### config.mk
export PLATFORM = sky130hd
export DESIGN_NAME = dsp_reg_master
export DESIGN_NICKNAME = d
export VERILOG_FILES = /design/src/rtl/dsp_reg_master.sv
export SDC_FILE = /design/constraint.sdc
export NUM_CORES = 1
export LEC_CHECK = 0
export CAP_MARGIN = 20
export CORE_ASPECT_RATIO = 1.5
export CORE_MARGIN = 5
export CORE_UTILIZATION = 43
export CTS_CLUSTER_DIAMETER = 50
export DETAILED_ROUTE_END_ITERATION = 10
export GPL_TIMING_DRIVEN = 1
export PLACE_DENSITY = 0.74
export SYNTH_ARGS = -nofsm -noshare
export SYNTH_HDL_FRONTEND = slang
export SYNTH_SLANG_ARGS = --single-unit
### constraint.sdc
create_clock -name clk -period 1.8 [get_ports clk]
set_input_delay 0.36 -clock clk [delete_from_list [all_inputs] [get_ports clk]]
set_output_delay 0.36 -clock clk [all_outputs]
set_load 0.02 [all_outputs]
### src/rtl/dsp_reg_master.sv
// Command-driven initiator for the DSP register bus: single/burst writes and reads,
// plus status polling with timeout, answering on a valid/ready response stream.
//
// state      | meaning
// -----------+----------------------------------------------------------
// S_IDLE     | waiting for a command, cmd_ready high
// S_WRITE    | taking write beats, one register write per wd handshake
// S_RD_ADDR  | launching a bus read at beat_addr
// S_RD_WAIT  | waiting RD_LATENCY cycles, then sampling rdata
// S_RD_RESP  | presenting read/poll data until rsp_ready
// S_WR_ACK   | presenting the single write acknowledge
// S_ERR_RESP | presenting the error response for a reserved op
module dsp_reg_master #(
  parameter int DATA_WIDTH   = 16,
  parameter int ADDR_WIDTH   = 6,
  parameter int RD_LATENCY   = 1,
  parameter int POLL_TIMEOUT = 1024
) (
  input  logic                  clk,
  input  logic                  arst_n,
  input  logic                  cmd_valid,
  output logic                  cmd_ready,
  input  logic [1:0]            cmd_op,
  input  logic [ADDR_WIDTH-1:0] cmd_addr,
  input  logic [ADDR_WIDTH-1:0] cmd_len,
  input  logic [DATA_WIDTH-1:0] cmd_mask,
  input  logic                  wd_valid,
  output logic                  wd_ready,
  input  logic [DATA_WIDTH-1:0] wd_data,
  output logic                  rsp_valid,
  input  logic                  rsp_ready,
  output logic [DATA_WIDTH-1:0] rsp_data,
  output logic                  rsp_last,
  output logic                  rsp_err,
  output logic                  busy,
  output logic [ADDR_WIDTH-1:0] addr,
  output logic                  write_en,
  output logic [DATA_WIDTH-1:0] wdata,
  input  logic [DATA_WIDTH-1:0] rdata
);

  localparam int PW = $clog2(POLL_TIMEOUT + 1);

  localparam logic [1:0] OP_WRITE = 2'b00;
  localparam logic [1:0] OP_READ  = 2'b01;
  localparam logic [1:0] OP_POLL  = 2'b10;

  localparam logic [2:0] S_IDLE     = 3'd0;
  localparam logic [2:0] S_WRITE    = 3'd1;
  localparam logic [2:0] S_RD_ADDR  = 3'd2;
  localparam logic [2:0] S_RD_WAIT  = 3'd3;
  localparam logic [2:0] S_RD_RESP  = 3'd4;
  localparam logic [2:0] S_WR_ACK   = 3'd5;
  localparam logic [2:0] S_ERR_RESP = 3'd6;

  logic [2:0]            state;
  logic [1:0]            op_q;
  logic [ADDR_WIDTH-1:0] beat_addr;
  logic [ADDR_WIDTH-1:0] beat_cnt;
  logic [DATA_WIDTH-1:0] mask_q;
  logic [PW-1:0]         poll_cnt;
  logic                  lat_q;
  logic                  rd_sample;
  logic                  poll_hit;
  logic                  poll_last;

  assign cmd_ready = (state == S_IDLE);
  assign wd_ready  = (state == S_WRITE);
  assign rsp_valid = (state == S_RD_RESP) || (state == S_WR_ACK) || (state == S_ERR_RESP);
  assign busy      = (state != S_IDLE);

  // With zero latency rdata is sampled in the same cycle addr becomes visible.
  assign rd_sample = (RD_LATENCY == 0) || lat_q;
  assign poll_hit  = |(rdata & mask_q);
  assign poll_last = (poll_cnt == PW'(POLL_TIMEOUT - 1));

  always_ff @(posedge clk or negedge arst_n) begin
    if (!arst_n) begin
      state     <= S_IDLE;
      op_q      <= OP_WRITE;
      beat_addr <= '0;
      beat_cnt  <= '0;
      mask_q    <= '0;
      poll_cnt  <= '0;
      lat_q     <= 1'b0;
      addr      <= '0;
      write_en  <= 1'b0;
      wdata     <= '0;
      rsp_data  <= '0;
      rsp_last  <= 1'b0;
      rsp_err   <= 1'b0;
    end else begin
      write_en <= 1'b0;
      case (state)
        S_IDLE: begin
          if (cmd_valid) begin
            op_q      <= cmd_op;
            beat_addr <= cmd_addr;
            beat_cnt  <= cmd_len;
            mask_q    <= cmd_mask;
            poll_cnt  <= '0;
            rsp_data  <= '0;
            rsp_last  <= 1'b1;
            rsp_err   <= (cmd_op == 2'b11);
            case (cmd_op)
              OP_WRITE: state <= S_WRITE;
              OP_READ,
              OP_POLL:  state <= S_RD_ADDR;
              default:  state <= S_ERR_RESP;
            endcase
          end
        end

        S_WRITE: begin
          if (wd_valid) begin
            addr      <= beat_addr;
            wdata     <= wd_data;
            write_en  <= 1'b1;
            beat_addr <= beat_addr + ADDR_WIDTH'(1);
            if (beat_cnt == '0) state <= S_WR_ACK;
            else                beat_cnt <= beat_cnt - ADDR_WIDTH'(1);
          end
        end

        S_WR_ACK, S_ERR_RESP: begin
          if (rsp_ready) state <= S_IDLE;
        end

        S_RD_ADDR: begin
          addr  <= beat_addr;
          lat_q <= 1'b0;
          state <= S_RD_WAIT;
        end

        S_RD_WAIT: begin
          if (!rd_sample) begin
            lat_q <= 1'b1;
          end else begin
            rsp_data <= rdata;
            if (op_q == OP_POLL) begin
              if (poll_hit) begin
                rsp_err  <= 1'b0;
                rsp_last <= 1'b1;
                state    <= S_RD_RESP;
              end else if (poll_last) begin
                rsp_err  <= 1'b1;
                rsp_last <= 1'b1;
                state    <= S_RD_RESP;
              end else begin
                poll_cnt <= poll_cnt + PW'(1);
                state    <= S_RD_ADDR;
              end
            end else begin
              rsp_err  <= 1'b0;
              rsp_last <= (beat_cnt == '0);
              state    <= S_RD_RESP;
            end
          end
        end

        S_RD_RESP: begin
          if (rsp_ready) begin
            if (rsp_last) begin
              state <= S_IDLE;
            end else begin
              beat_addr <= beat_addr + ADDR_WIDTH'(1);
              beat_cnt  <= beat_cnt - ADDR_WIDTH'(1);
              state     <= S_RD_ADDR;
            end
          end
        end

        default: state <= S_IDLE;
      endcase
    end
  end

endmodule

After elaboration in Yosys (flattened, before gate mapping)
Index checks and enable logic that the tools add are counted.

Input port bits: 67. Output and inout port bits: 45. Bits in registers: 86.

Multiplexer cells: 48. $add $sub $neg: 3. Bitwise gates (word level): 1. Reduce and logical (&&, ||, !) cells: 22. Equal/unequal tests: 23.

Operators by type and width (number): 6-bit two-way mux (10); 11-bit two-way mux (5); 6-bit case mux with 3 select lines (2); 16-bit two-way mux (2); 16-bit case mux with 2 select lines (1); 3-bit two-way mux (9); 11-bit case mux with 2 select lines (1); 2-bit inequality test, second input constant (10); 3-bit case mux with 6 select lines (1); 6-bit AND reduction (3); 16-bit AND (1); 16-bit OR reduction (1); 6-bit case mux with 2 select lines (1); 11-bit by 1-bit adder with 11-bit output, second input constant (1); 11-bit by 10-bit == test with 1-bit output, second input constant (1); 1-bit two-way mux (11); 3-bit == test, second input constant (3); 6-bit by 1-bit adder with 6-bit output, second input constant (1); 2-bit == test, second input constant (3); 3-bit by 2-bit == test with 1-bit output, second input constant (2); 6-bit logical NOT (1); 1-bit case mux with 2 select lines (3); 3-bit case mux with 2 select lines (1); 2-bit AND reduction (3); other kinds (15) (20).

Logic depth before layout (Yosys ltp)
Depth after elaboration: 6. Gate-level depth with buffers: 9.

Worst setup path before layout
Ideal clock, no wire load.

Path kind: register to register. Start point: register poll_cnt[0]. End point: register poll_cnt[7]. Required time: 1723 ps. Data arrival time: 1816 ps. Buffers on the path: 1. Stages on the path, launching flop included: 9. Path slack: -94 ps. Path through: dfrtp_1 > ha_1 > and3_1 > nand4b_1 > nor3b_2 > nand4_2 > buf_6 > or3_1 > a21oi_1.

Cells in the longest elaborated chain, start to end: 6. Elaborated cells on any way between the ends: 9.

Ends and longest elaborated chain: start: declaration (line 61) `logic [PW-1:0] poll_cnt;`; start signal: assignment (line 150) `poll_cnt <= poll_cnt + PW'(1);`; 11-bit by 1-bit adder with 11-bit output (line 150); 11-bit two-way mux (line 145) `end else if (poll_last) begin`; 11-bit two-way mux (line 141) `if (poll_hit) begin`; 11-bit two-way mux (line 140) `if (op_q == OP_POLL) begin`; 11-bit two-way mux (line 136) `if (!rd_sample) begin`; 11-bit case mux with 2 select lines (line 94) `case (state)`.

Several ways; a longest one is shown, not always the timed one. The select of a mux whose other input is x is not followed. A chain may end at the register's enable or synchronous reset.

Worst setup path after layout
Start point: register poll_cnt[1]. End point: register poll_cnt[8].

Same word-level chain as after synthesis.

==> key figures <==
STA
  • Max Freq: 497.8 MHz
  • Tmin final: roughly 2 ns
  • Total negative slack: -1.904 ns
  • Setup WS post-layout: -0.2090 ns
  • Final period util: 1.116
  • Slew HR: 0.6802
  • Worst Max-Slew Pin Slew: roughly 0.48 ns
  • Unrepaired setup endpoints after global routing: true
  • Skew final: roughly 0.008 ns
  • # setup viols final: 13
  • Max-slew violation count: 0
  • Final hold vios: 0

Synthesis
  • Syn Nets: about 450
  • Mapped Area: between 3000 and 4000 um2
  • Post-synth EDFFs: 0
  • Fraction of registers with async set/reset: 1.000
  • Syn avg cell area: slightly above 10 um2
  • Post-synth top area share: 0.5453
  • Ranking of synthesized cells by area: dfrtp_1 55%, nand2_1 7.5%, mux2_2 6.3%
  • Mapped Cells: about 380
  • Synth area leader: dfrtp_1
  • Distinct cells, synth: 57
  • Seq/Total Area, Yosys: 0.5453
  • Syn. warnings: 0
  • Ys flop type: dfrtp_1
  • Synth Register Bits: between 80 and 90

Layout
  • Layout cell share with drive strength beyond 1: 0.2473
  • Area grow syn2layout: 53.55%
  • Antenna fix cells: 0
  • NumNets Final: just over 600
  • Commonest cells after routing, fill and taps aside: 104 x clkdlybuf4s50_1, 86 x dfrtp_1, 78 x nand2_1, 54 x buf_4, 22 x mux2_2
  • Most common cell after layout, fill and taps aside: clkdlybuf4s50_1

Run status
  • Failing checks: setup timing
  • Status: complete, but fails checks

Routing
  • Wire length per cell: 16.30 um
  • Drt via density: ~5.3
  • 1st-iter DRT viols: between 100 and 150
  • Drt first pass iters: 4
  • DRC errors left: 0
  • Antenna Nets Post-Route: 0
  • Drt total wl: around 11000 um
  • Via count: 3527

Worst setup path
  • Critical Path RT: slightly above 2 ns
  • Worst Path Arrival: 2.28 ns
  • CP max FO: 5
  • CP endpoint kind: register
  • WS Path Type: register to register
  • Startpoint types: register
  • R2R Path End: poll_cnt[8]
  • Critical register-to-register path startpoint: poll_cnt[1]
  • FF-to-FF path depth: 8
  • R2R setup slack: -0.21 ns

Clock network
  • H-tree levels: 3
  • Skew-Pair Late Insertion Delay: around 0.34 ns
  • Post-CTS Hold Buffers: 0
  • CTS root buf: clkbuf_16
  • Num CTS Buffers: 9
  • CTS sink cnt: 86
  • TritonCTS clock tree: yes
  • Clock Pin Slew Worst Setup and Hold Paths: roughly 0.060 ns
  • Longest Clk Path Bufs: 2

GRT
  • Number of global-route vias before repair: ~3700
  • GR Util All Layers: 0.2009
  • GR Overflow Total: 0
  • Initial antenna violation count: 0
  • Global-route wire length before repair: roughly 18000 um
  • Largest net degree at the start of global routing: 87

Placed design
  • GPL Wtd Cong: about 0.85
  • Hpwl dp: between 7000 and 8000 um
  • I/O Buffers: between 100 and 150

Die
  • Core Area: ~8900 um2
  • Initial Utilization: 0.4444
  • Height of the die: 127.3 um
  • I/O pins: around 110
  • Num rows: 42
  • Die X: 88.22 um
  • DIE AREA: ~11000 um2

Power and ir drop
  • Pwr Density: 1724 nW/um2
  • VDD IR max: 0.0008691 V
  • Total power: 10.45 mW
  • Leak: ~2.7 nW

Flow run
  • Max cap viols: 0

Min path
  • Hold WC Path Type: input port to async pin
## per-layer routing
layer  global-route usage  share of wire  up-vias
li1                     -              -     1691
met1               0.2286           0.37     1742
met2               0.3645           0.57       71
met3              0.03351          0.039       23
met4              0.08007          0.020        0
met5                    0              0        -
## Yosys cell counts (all sizes together) (3+ instances only)
cell    number
dfrtp       86
a211oi       3
or4          3
mux2i        3
nor3         3
ha           4
a21oi       24
a22o        16
nand2b       4
mux2        22
nand2       80
nand3       14
o211ai       3
or3         10
clkbuf       7
a22oi        5
and3         7
inv          7
nand4        3
nor2        15
o21ai       20
buf         13
## power breakdown
group / switching (mW) / internal (mW)
clock: 0.758 / 1.16
sequential: 0.554 / 2.77
combinational: 2.51 / 2.70
## through the flow
| step | area [um2] | util | instances | setup slack (ns) | hold slack (ns) |
|---|---|---|---|---|---|
| 3_5_place_dp | 5553 | 0.6252 | 639 | -0.5122 | 0.4354 |
| 3_3_place_gp | 5553 | 0.6252 | 639 | -0.4762 | 0.4316 |
| 4_1_cts | 5908 | 0.6653 | 658 | -0.1827 | 0.06917 |
| 6_report | 6060 | 0.6823 | 664 | -0.2090 | 0.03520 |
| 2_1_floorplan | 3959 | - | 382 | 0.008306 | 0.06441 |
| 5_1_grt | 6060 | 0.6823 | 664 | -0.3232 | 0.08388 |
## state kept, by name (all words and copies together) (netlist names)
signal,count
beat_addr,6
wdata,16
rsp_last,1
beat_cnt,6
mask_q,16
write_en,1
addr,6
state,3
lat_q,1
poll_cnt,11
rsp_err,1
rsp_data,16
op_q,2
## worst max path at each step
stage	cells past startpoint	endpoint	startpoint	slack, ns
5_1_grt	8	poll_cnt[8]	poll_cnt[0]	-0.32
3_5_place_dp	8	poll_cnt[8]	rdata[2]	-0.51
6_report	8	poll_cnt[8]	poll_cnt[1]	-0.21
4_1_cts	8	poll_cnt[8]	poll_cnt[1]	-0.18
3_3_place_gp	8	poll_cnt[4]	rdata[2]	-0.48
2_1_floorplan	8	poll_cnt[2]	poll_cnt[1]	0.008
## kinds of logic (layout without fill, tap and decap cells)
group,Yosys count,in the layout,synth area share
adder cells (fa/ha/maj),4,4,0.01268
AND/OR/NAND/NOR,151,151,0.1839
multiplexers,25,25,0.07039
AO/OA/AOI/OAI,88,88,0.1528
buffers and inverters,27,199,0.03266
flip-flops,86,86,0.5453
XOR/XNOR,1,1,0.002220
## cell type report
class                      instances  area [um2]
inverter                           7       26.28
sequential                        86        2152
fill                             677        2821
timing repair buffer             176        1663
clock buffer                      12       256.5
tap                              110       137.6
multi-input combinational        269        1769
clock inverter                     4       55.05
## repair_timing
action	in CTS	in global routing
gates resized for setup	14	26
buffers inserted	3	5
pin swaps	1	10
setup endpoints to repair	34	43
cloned	0	2
## worst max-delay path: stages, from the launching register on
cell and delay [ns]:
dfrtp_1 0.38, ha_2 0.19, and3_4 0.15, nand4b_1 0.12, nor3b_4 0.22, nand4_2 0.16, buf_6 0.17, or4_4 0.41
a21oi_2 0.13
(Power assumes the default switching activity.)
